File: src/rtl/sdram_port_arbiter.sv
// sdram_port_arbiter
// Round-robin arbiter sharing one SDRAM controller request port between
// NUM_PORTS clients. One transaction in flight at a time: IDLE picks a
// pending port and latches its command, CMD holds it until the controller
// completes, DONE drops the grant and advances the round-robin pointer.
// All outputs are registered.
// Optional feature: define SDRAM_ARB_TIMEOUT_EN to add a CMD-state watchdog
// of TIMEOUT_CYCLES cycles that completes the transaction with error_o set.

module sdram_port_arbiter #(
  parameter int unsigned NUM_PORTS      = 4,
  parameter int unsigned ADDR_W         = 24,
  parameter int unsigned DATA_W         = 16,
  parameter int unsigned BE_W           = 2,
  parameter int unsigned TIMEOUT_CYCLES = 1024
) (
  input  logic                          clk_i,
  input  logic                          reset_i,
  // Client side
  input  logic [NUM_PORTS-1:0]          req_wr_i,
  input  logic [NUM_PORTS-1:0]          req_rd_i,
  input  logic [NUM_PORTS*ADDR_W-1:0]   req_addr_i,
  input  logic [NUM_PORTS*DATA_W-1:0]   req_data_i,
  input  logic [NUM_PORTS*BE_W-1:0]     req_byte_en_i,
  output logic [NUM_PORTS-1:0]          ready_o,
  output logic [DATA_W-1:0]             q_o,
  output logic [NUM_PORTS-1:0]          grant_o,
  output logic                          busy_o,
  // Controller side
  input  logic                          ctl_available_i,
  output logic                          ctl_wr_o,
  output logic                          ctl_rd_o,
  output logic [ADDR_W-1:0]             ctl_addr_o,
  output logic [DATA_W-1:0]             ctl_data_o,
  output logic [BE_W-1:0]               ctl_byte_en_o,
  input  logic                          ctl_ready_i,
  input  logic [DATA_W-1:0]             ctl_q_i,
  output logic                          error_o
);

  localparam int unsigned PtrW = (NUM_PORTS > 1) ? $clog2(NUM_PORTS) : 1;

  typedef enum logic [1:0] {
    StIdle,
    StCmd,
    StDone
  } state_e;

  state_e state_q, state_d;

  logic [PtrW-1:0]      rr_ptr_q, rr_ptr_d;
  logic [PtrW-1:0]      gnt_idx_q, gnt_idx_d;
  logic [NUM_PORTS-1:0] ready_q, ready_d;
  logic [NUM_PORTS-1:0] grant_q, grant_d;
  logic [DATA_W-1:0]    q_q, q_d;
  logic                 busy_q, busy_d;
  logic                 ctl_wr_q, ctl_wr_d;
  logic                 ctl_rd_q, ctl_rd_d;
  logic [ADDR_W-1:0]    ctl_addr_q, ctl_addr_d;
  logic [DATA_W-1:0]    ctl_data_q, ctl_data_d;
  logic [BE_W-1:0]      ctl_be_q, ctl_be_d;

  logic [NUM_PORTS-1:0] pending;
  logic                 pick_valid;
  logic [PtrW-1:0]      pick_idx;
  logic                 start;
  logic                 timeout_hit;

  logic [ADDR_W-1:0]    port_addr [NUM_PORTS];
  logic [DATA_W-1:0]    port_data [NUM_PORTS];
  logic [BE_W-1:0]      port_be   [NUM_PORTS];

  // Split the packed per-port buses into arrays indexed by port number.
  for (genvar p = 0; p < NUM_PORTS; p++) begin : g_unpack
    assign port_addr[p] = req_addr_i[p*ADDR_W +: ADDR_W];
    assign port_data[p] = req_data_i[p*DATA_W +: DATA_W];
    assign port_be[p]   = req_byte_en_i[p*BE_W +: BE_W];
  end

  // Write wins when a port raises both request lines.
  assign pending = req_wr_i | req_rd_i;

  // First pending port scanning upward from the round-robin pointer.
  always_comb begin
    int unsigned idx;
    logic [PtrW-1:0] idx_w;
    pick_valid = 1'b0;
    pick_idx   = '0;
    idx        = 0;
    idx_w      = '0;
    for (int unsigned i = 0; i < NUM_PORTS; i++) begin
      idx   = (32'(rr_ptr_q) + i) % NUM_PORTS;
      idx_w = PtrW'(idx);
      if (!pick_valid && pending[idx_w]) begin
        pick_valid = 1'b1;
        pick_idx   = idx_w;
      end
    end
  end

  assign start = (state_q == StIdle) && pick_valid && ctl_available_i;

`ifdef SDRAM_ARB_TIMEOUT_EN
  localparam int unsigned CntW = (TIMEOUT_CYCLES > 1) ? $clog2(TIMEOUT_CYCLES) : 1;

  logic [CntW-1:0] cnt_q;
  logic            error_q;

  // Controller completion on the same cycle as the limit takes precedence.
  assign timeout_hit = (state_q == StCmd) && !ctl_ready_i &&
                       (cnt_q == CntW'(TIMEOUT_CYCLES - 1));

  // Watchdog counter: idles at zero outside CMD so every CMD entry starts fresh.
  always_ff @(posedge clk_i) begin
    if (reset_i) begin
      cnt_q <= '0;
    end else if (state_q != StCmd) begin
      cnt_q <= '0;
    end else if (!timeout_hit) begin
      cnt_q <= cnt_q + CntW'(1);
    end
  end

  // Error flag pulses alongside the ready pulse of a timed-out transaction.
  always_ff @(posedge clk_i) begin
    if (reset_i) begin
      error_q <= 1'b0;
    end else begin
      error_q <= timeout_hit;
    end
  end

  assign error_o = error_q;
`else
  assign timeout_hit = 1'b0;
  assign error_o     = 1'b0;
`endif

  // State register.
  always_ff @(posedge clk_i) begin
    if (reset_i) begin
      state_q <= StIdle;
    end else begin
      state_q <= state_d;
    end
  end

  // Next-state logic.
  always_comb begin
    state_d = state_q;
    case (state_q)
      StIdle: if (start) state_d = StCmd;
      StCmd:  if (ctl_ready_i || timeout_hit) state_d = StDone;
      StDone: state_d = StIdle;
      default: state_d = StIdle;
    endcase
  end

  // Next values of the registered outputs and arbitration bookkeeping.
  always_comb begin
    rr_ptr_d   = rr_ptr_q;
    gnt_idx_d  = gnt_idx_q;
    ready_d    = '0;
    grant_d    = grant_q;
    q_d        = q_q;
    ctl_wr_d   = ctl_wr_q;
    ctl_rd_d   = ctl_rd_q;
    ctl_addr_d = ctl_addr_q;
    ctl_data_d = ctl_data_q;
    ctl_be_d   = ctl_be_q;
    busy_d     = (state_d != StIdle);
    case (state_q)
      StIdle: begin
        if (start) begin
          gnt_idx_d          = pick_idx;
          grant_d            = '0;
          grant_d[pick_idx]  = 1'b1;
          ctl_addr_d         = port_addr[pick_idx];
          ctl_data_d         = port_data[pick_idx];
          ctl_be_d           = port_be[pick_idx];
          ctl_wr_d           = req_wr_i[pick_idx];
          ctl_rd_d           = ~req_wr_i[pick_idx];
        end
      end
      StCmd: begin
        if (ctl_ready_i || timeout_hit) begin
          ctl_wr_d           = 1'b0;
          ctl_rd_d           = 1'b0;
          ready_d[gnt_idx_q] = 1'b1;
          // Only a real read completion updates q; writes and timeouts keep it.
          if (ctl_ready_i && ctl_rd_q) begin
            q_d = ctl_q_i;
          end
        end
      end
      StDone: begin
        grant_d  = '0;
        rr_ptr_d = (gnt_idx_q == PtrW'(NUM_PORTS - 1)) ? '0 : gnt_idx_q + PtrW'(1);
      end
      default: ;
    endcase
  end

  // Output and bookkeeping registers.
  always_ff @(posedge clk_i) begin
    if (reset_i) begin
      rr_ptr_q   <= '0;
      gnt_idx_q  <= '0;
      ready_q    <= '0;
      grant_q    <= '0;
      q_q        <= '0;
      busy_q     <= 1'b0;
      ctl_wr_q   <= 1'b0;
      ctl_rd_q   <= 1'b0;
      ctl_addr_q <= '0;
      ctl_data_q <= '0;
      ctl_be_q   <= '0;
    end else begin
      rr_ptr_q   <= rr_ptr_d;
      gnt_idx_q  <= gnt_idx_d;
      ready_q    <= ready_d;
      grant_q    <= grant_d;
      q_q        <= q_d;
      busy_q     <= busy_d;
      ctl_wr_q   <= ctl_wr_d;
      ctl_rd_q   <= ctl_rd_d;
      ctl_addr_q <= ctl_addr_d;
      ctl_data_q <= ctl_data_d;
      ctl_be_q   <= ctl_be_d;
    end
  end

  assign ready_o       = ready_q;
  assign q_o           = q_q;
  assign grant_o       = grant_q;
  assign busy_o        = busy_q;
  assign ctl_wr_o      = ctl_wr_q;
  assign ctl_rd_o      = ctl_rd_q;
  assign ctl_addr_o    = ctl_addr_q;
  assign ctl_data_o    = ctl_data_q;
  assign ctl_byte_en_o = ctl_be_q;

endmodule
File: config.mk
export PLATFORM = sky130hd
export DESIGN_NAME = sdram_port_arbiter
export DESIGN_NICKNAME = d
export VERILOG_FILES = /design/src/rtl/sdram_port_arbiter.sv
export SDC_FILE = /design/constraint.sdc
export NUM_CORES = 1
export LEC_CHECK = 0
export BUFFER_PORTS_ARGS = -buffer_cell sky130_fd_sc_hd__buf_2
export CORE_MARGIN = 3
export CORE_UTILIZATION = 40
export DETAILED_ROUTE_END_ITERATION = 12
export PLACE_DENSITY = 0.87
export SLEW_MARGIN = 15
export SYNTH_ARGS = -nofsm -noshare
export SYNTH_HDL_FRONTEND = slang
export SYNTH_SLANG_ARGS = --single-unit
File: constraint.sdc
create_clock -name clk_i -period 2.13 [get_ports clk_i]
set_input_delay 0.1065 -clock clk_i [delete_from_list [all_inputs] [get_ports clk_i]]
set_output_delay 0.1065 -clock clk_i [all_outputs]
set_load 0.02 [all_outputs]
==> results summary, run 1 <==
The flow ran to the end, and the final reports show no timing, DRC or antenna violations. The number of levels in the clock H-tree came out at 3. The detailed router placed 4478 vias in this run. Among all flip-flop cells after synthesis, the most frequent one is sky130_fd_sc_hd__dfxtp_1. The via density per instance is 5.52. Dividing total power by cell area gives a power density of 629 nW/um^2.

The number of I/O pins is 266. The mean post-synth cell area is 9.34 um^2. The number of nets in the synthesized netlist is 613. The worst setup path is captured at a flop. The worst setup path is launched from a flop. Leaving out fill and tap cells, the most frequent cells in the layout are sky130_fd_sc_hd__buf_2 (264), sky130_fd_sc_hd__mux2i_1 (85), sky130_fd_sc_hd__dfxtp_1 (74). The maximum fanout count along the critical path came out at 7. The filler cells instantiated in the layout total 801. The routed design could run at a clock period as short as 2.07 ns. The data required time of the worst path came out at 2.37 ns. The share of Yosys cell area claimed by the top area cell type is 38.9%. The cell internal power dissipation came out at 0.00238 W. The switching power is 0.00118 W. The number of standard cells after synthesis is 413. The initial cell density of the core came out at 41.5%. The overflow left after global routing is 0. The number of antenna diodes came out at 0. The area of the core came out at 9280 um^2.

The number of rows created at floorplan is 35. The number of nets still failing antenna checks after routing came out at 0. Summed over all failing endpoints, the final setup total negative slack is 0 ns. Once routing completed, OpenROAD measured the worst setup slack at 0.0593 ns. The post-synthesis instance area came out at 3860 um^2.

Counting flops with a built-in enable in the synthesized netlist gives 0. Compared with the post-synthesis result, the final layout area differs by 46.9%. The clock network fraction of total power came out at 30.0%. The total wire length after detailed routing came out at 14000 um. For this run, the post-layout net count is 877. The share of power burned in registers is 43.7%.

Counting flops with an async set or reset pin after synthesis yields a share of 0%. The flop and latch count out of synthesis came out at 75. The analysis attributes to cell leakage a power of 3.03 nW.

From left edge to right edge, the die measures 104 um. Setup repair after global routing left no endpoint under its margin. The final HPWL from detailed placement came out at 9980 um. At the later pin of the worst-skew pair, clock insertion delay measures 0.34 ns. In this run switching power makes up 33.1% of total power.

The number of antenna violations at the first check in global routing is 0. The die covers 10900 um^2. The final-report hold violation count came to 0. The Yosys warning count is 0. Setup violations remaining at the end of the flow were counted as 0.

The number of detailed-routing iterations run before antenna repair came out at 5. Data on the critical path arrives at its endpoint at 2.31 ns. The total routing usage reported by global routing is 24.0%. The number of library cell types mapped by synthesis is 40.

The fraction of final layout cells with drive strength greater than 1 came out at 44.0%. The share of the yosys chip area belonging to registers came out at 38.9%. The clock-pin slew on the worst setup and hold paths is 0.10 ns. The final weighted congestion of routability-driven global placement came out at 0.870. The share of the clock period used by the worst path after layout came out at 97.2%. The worst setup skew after layout came out at 0.0119 ns. The critical path is of the flop to flop type. The worst hold slack came out at 0.0357 ns. The first global-routing pass estimated 21600 um of wire. The worst hold-check path type is primary input to flop.

The library cell used most frequently in the layout, excluding fill and tap cells, is sky130_fd_sc_hd__buf_2. The total cell area at the placement stage came out at 5280 um^2. Ranked by total cell area, the synthesized netlist is headed by sky130_fd_sc_hd__dfxtp_1 (39%), sky130_fd_sc_hd__mux2i_1 (22%), sky130_fd_sc_hd__a221oi_1 (9.8%), sky130_fd_sc_hd__o21ai_0 (5.5%), sky130_fd_sc_hd__nand2_1 (3.8%). For this run, the top clock speed supported by timing is 483 MHz. The finished cells cover 5670 um^2. The largest net degree at the start of global routing came out at 53.

The first routing iteration left 234 violations. The floorplan die height came out at 104 um. The worst-case clock buffer depth came out at 2. The library cell used as clock root buffer is sky130_fd_sc_hd__clkbuf_8. The tool flagged a number of max-cap violations equal to 0. In this run, the combinational gates consume 26.4% of the power. The clock sink count is 75. At the placement stage, the worst setup path has a slack of -0.0250 ns. The overall power came out at 0.00356 W. For this run, design rule violations remaining after detail routing come to 0.

The number of CTS-inserted buffers came out at 9. The worst-case IR drop observed on VDD is 453 uV. The relative max-transition margin came out at 58.3%. The synthesized design spends more area on one cell type than any other, namely sky130_fd_sc_hd__dfxtp_1.

The total of buffers placed on input and output ports came out at 264. The detailed-route wire length per cell came out at 17.2 um. The transition at the pin with the smallest max-transition slack is 0.624 ns. The number of global-route vias before repair is 4552. TritonCTS built the clock tree. The number of slew-limit violations in the final report is 0.
-- synthesized netlist by cell type (all sizes together), types with 2 or more instances --
cell,n
nand2b,2
o21ai,43
mux2i,85
nand3,8
clkbuf,26
a21oi,28
or3,2
and3,2
nor2,11
inv,3
nor3,3
nand2,39
o31ai,2
a221oi,43
dfxtp,75
a211oi,3
buf,12
nor2b,2
ha,4
and2,4
-- per-stage QoR --
stage / util [%] / cells
floorplan: - / 413
global placement: 56.9 / 778
detailed placement: 56.9 / 778
CTS: 60.6 / 809
global route: 61.0 / 811
finish: 61.0 / 811
-- sequential cells by signal (all words and copies together), names as in the netlist, 2 cells and up --
register,count
ready_o,4
grant_o,4
ctl_byte_en_o,2
q_o,16
state_q,2
ctl_addr_o,24
gnt_idx_q,2
ctl_data_o,16
rr_ptr_q,2
-- area by class of cell --
class | instances | area (um^2) | share of cell area (%)
Multi-Input combinational cell | 298 | 2170 | 38.3
Clock inverter | 7 | 70.1 | 1.24
Timing Repair Buffer | 290 | 1620 | 28.7
Inverter | 3 | 11.3 | 0.199
Clock buffer | 9 | 124 | 2.19
Tap cell | 129 | 161 | 2.85
Sequential cell | 75 | 1500 | 26.5
-- layer usage --
layer | GRT usage, % | vias up | share of wire, % | wire [um]
met4 | 9.40 | 0 | 2.8 | 395
met1 | 26.2 | 2116 | 37 | 5210
met3 | 4.97 | 36 | 6.8 | 949
li1 | - | 2082 | - | -
met2 | 45.1 | 244 | 53 | 7400
met5 | 0 | - | 0 | 0
-- power groups by stage --
| stage | clock network, W | logic, W | registers (W) |
|---|---|---|---|
| 6_report | 0.00107 | 0.000938 | 0.00155 |
| 5_1_grt | 0.00116 | 0.00101 | 0.00157 |
| 4_1_cts | 0.00108 | 0.000916 | 0.00155 |
| 3_5_place_dp | 0 | 0.000893 | 0.00158 |
| 3_3_place_gp | 0 | 0.000862 | 0.00158 |
| 2_1_floorplan | 0 | 0.000408 | 0.00169 |
-- worst paths after layout --
check	startpoint	end	slack, ns	depth (start not counted)
setup / recovery	rr_ptr_q[0]	ctl_wr_o	0.06	6
hold / removal	ctl_q_i[13]	q_o[13]	0.04	3
setup reg to reg	rr_ptr_q[0]	ctl_wr_o	0.06	6
hold reg to reg	q_o[1]	q_o[1]	0.46	2
-- worst max-delay path: stages (launching register included) --
cell and delay, ns:
sky130_fd_sc_hd__dfxtp_1 0.48, sky130_fd_sc_hd__or3b_1 0.42, sky130_fd_sc_hd__nand2_1 0.13, sky130_fd_sc_hd__a21o_1 0.30
sky130_fd_sc_hd__buf_4 0.19, sky130_fd_sc_hd__a32oi_1 0.16, sky130_fd_sc_hd__a32o_1 0.31
-- cell families after synthesis --
kind of cell,after synthesis,share of synthesized area [%]
compound gates,130,22.4
mux,85,22.1
fa+ha+maj,4,1.30
flops,75,38.9
other cells,1,0.0972
simple gates,77,9.44
buf+inv,41,5.74
-- repair_timing --
action	CTS	global route
resized for setup	0	3
hold buffers	15	0
endpoints found under the setup margin	12	43
gates cloned	0	1
pin swaps	0	1
buffers inserted	0	0
hold endpoints to repair	15	0
(Power assumes the default switching activity.)
==> run 2: changes to the inputs <==
==> constraint.sdc (replaced) <==
create_clock -name clk_i -period 2.13 [get_ports clk_i]
set_input_delay 0.426 -clock clk_i [delete_from_list [all_inputs] [get_ports clk_i]]
set_output_delay 0.426 -clock clk_i [all_outputs]
set_load 0.02 [all_outputs]
==> run 2 against run 1 <==
  * Critical endpoint unchanged
  * Die area did not move
  * Cell count fell by 0.86%
  * Non-clock buffer count decreased by 7
  * Via count fell by 2.5%
  * Clock power about the same
==> results summary, run 2 (synthesis gave the netlist of run 1 again) <==
The flow ran to the end, and the final reports show no timing, DRC or antenna violations. IR analysis of the VDD net gives a maximum drop of 327 uV. The number of clock buffers added by TritonCTS is 9. The synthesis-to-layout area growth came out at 43.7%. The data arrival time of the worst path is 2.29 ns.

The filler cells instantiated in the layout total 831. The number of levels in the clock H-tree came out at 3. The capturing point of the worst reg2reg path is ctl_wr_o. The initial utilization of the core area, before any placement, comes to 41.5%. In the layout the commonest cells are sky130_fd_sc_hd__buf_2 (264), sky130_fd_sc_hd__mux2i_1 (85), sky130_fd_sc_hd__dfxtp_1 (74).

In this run the deepest clock path goes through 2 buffers. The die covers 10900 um^2. The number of flip-flops in the largest register is 24. The data required time of the worst path came out at 2.37 ns. The total wire length after detailed routing came out at 13200 um. Hold repair after CTS inserted 0 buffers.

The number of antenna diodes is 0. The library cell used as clock root buffer is sky130_fd_sc_hd__clkbuf_8. For this design the static power due to leakage is 2.99 nW. The latest clock arrival within the worst-skew pair is 0.35 ns.

The horizontal die dimension is 104 um. Once detailed placement completed, the half-perimeter wirelength came to 10200 um. The total number of vias came out at 4364. The category of the most critical setup path is flop to flop. The final critical delay including setup and external delays came out at 2.05 ns.

The number of slew-limit violations in the final report is 0. The commonest non-fill, non-tap cell in the layout is sky130_fd_sc_hd__buf_2. The post-route DRC violation count came out at 0. The final-report hold violation count came out at 0. The worst hold-check path type is primary input to flop. The total routing usage reported by global routing is 22.5%. The maximum fanout count along the critical path came out at 7. Entering global routing, the biggest net connects 44 pins. STA classifies the critical path startpoint as a flop.

The number of antenna violations at the first check in global routing came out at 0. Setup repair after global routing left no endpoint under its margin. After floorplanning, the core was sized to cover 9280 um^2.

Between clock sinks in the finished design, the worst skew comes to 0.00962 ns. After detailed routing, the average wire length per cell comes to 16.4 um. The fraction of final layout cells with drive strength greater than 1 came out at 45.6%. TritonCTS built the clock tree. The total negative slack came out at 0 ns. The most critical setup path has its startpoint at rr_ptr_q[0]. The critical path ends at ctl_wr_o. The detailed router finished its first iteration with 177 violations. The final critical path takes up 96.3% of the cycle. The startpoint identified for the worst register-to-register timing path is rr_ptr_q[0]. Headroom to the max-slew limit came out at 58.0%. The number of cells traversed by the worst register-to-register path is 6. The number of rows created at floorplan came out at 35. The via density per instance came out at 5.43. The number of failing setup endpoints in the final timing report is 0.

Max-cap violations in this run came to 0. The internal reg-to-reg setup slack is 0.08 ns. The worst setup path is captured at a flop.

The final layout contains 870 nets. At the pin with the least slew margin, the transition time is 0.629 ns. The number of nets still failing antenna checks after routing is 0.

After routing the design area is 5540 um^2. The total cell area at the placement stage came out at 5340 um^2. The total of buffers placed on input and output ports is 264. The number of I/O pins is 266. The number of detailed-routing iterations run before antenna repair is 5.

Buffers added to address setup during post-CTS repair amount to 0. The global-route wire length before repair came out at 20300 um. The power density normalized to cell area came out at 638 nW/um^2. The final weighted congestion of routability-driven global placement came out at 0.856. In this run the vertical extent of the chip is 104 um.

The overflow left after global routing came out at 0. The maximum clock rate is 488 MHz. The number of global-route vias before repair is 4266. The clock sink count came out at 75. After clock tree synthesis, the clock-pin slew on the worst setup and hold paths is 0.10 ns.
==> run 2: cell count changes in the layout (fill, tap and decap cells not counted), sizes merged <==
cell and change:
dlygate4sd3 -15, buf +8
==> run 2: worst min-delay path by stage <==
stage | from | end | slack [ns] | cells after the start
6_report | ctl_q_i[7] | q_o[7] | 0.30 | 3
5_1_grt | ctl_q_i[7] | q_o[7] | 0.29 | 3
3_5_place_dp | q_o[4] | q_o[4] | 0.45 | 2
4_1_cts | ctl_q_i[10] | q_o[10] | 0.28 | 3
2_1_floorplan | gnt_idx_q[0] | gnt_idx_q[0] | 0.48 | 2
3_3_place_gp | q_o[7] | q_o[7] | 0.44 | 2
==> run 2: final cells by class <==
class                      instances  area (um^2)  area share, %
clock buffer                       9          124           2.23
clock inverter                     7         70.1           1.26
inverter                           3         11.3          0.203
multi-input combinational        298         2170           39.2
sequential                        75         1500           27.1
tap                              129          161           2.91
timing repair buffer             283         1500           27.1
==> run 2: what timing repair did <==
action                     4_1_cts  5_1_grt
setup endpoints to repair       14       42
resized for setup                1        1
gates cloned                     0        1
==> run 2: routing by layer <==
metal,track usage [%],vias to the layer above,share of wire (%)
li1,-,2066,-
met1,24.8,2047,37
met2,42.2,216,53
met3,5.40,35,7.5
met4,7.50,0,2.5
met5,0,-,0
==> run 2: through the flow <==
stage | setup slack [ns] | total power [W] | instances | util, % | hold slack [ns]
after floorplan | 0.167 | 0.00210 | 413 | - | 0.483
after global placement | -0.0807 | 0.00245 | 787 | 57.5 | 0.439
after detailed placement | -0.172 | 0.00249 | 787 | 57.5 | 0.450
after CTS | 0.0125 | 0.00355 | 803 | 59.6 | 0.285
after global routing | 0.0206 | 0.00370 | 804 | 59.7 | 0.287
final | 0.0796 | 0.00353 | 804 | 59.7 | 0.301
==> run 2: worst max-delay path, stage by stage, from the launching register on <==
cell	delay [ns]
sky130_fd_sc_hd__dfxtp_1	0.47
sky130_fd_sc_hd__or3b_1	0.42
sky130_fd_sc_hd__nand2_1	0.13
sky130_fd_sc_hd__a21o_1	0.28
sky130_fd_sc_hd__buf_4	0.18
sky130_fd_sc_hd__a32oi_1	0.16
sky130_fd_sc_hd__a32o_1	0.30
==> run 2: power by group <==
group          switching, W  internal, W  total (W)
logic              0.000499     0.000411   0.000910
clock network      0.000618     0.000454    0.00107
registers         0.0000539      0.00150    0.00155
total               0.00117      0.00236    0.00353
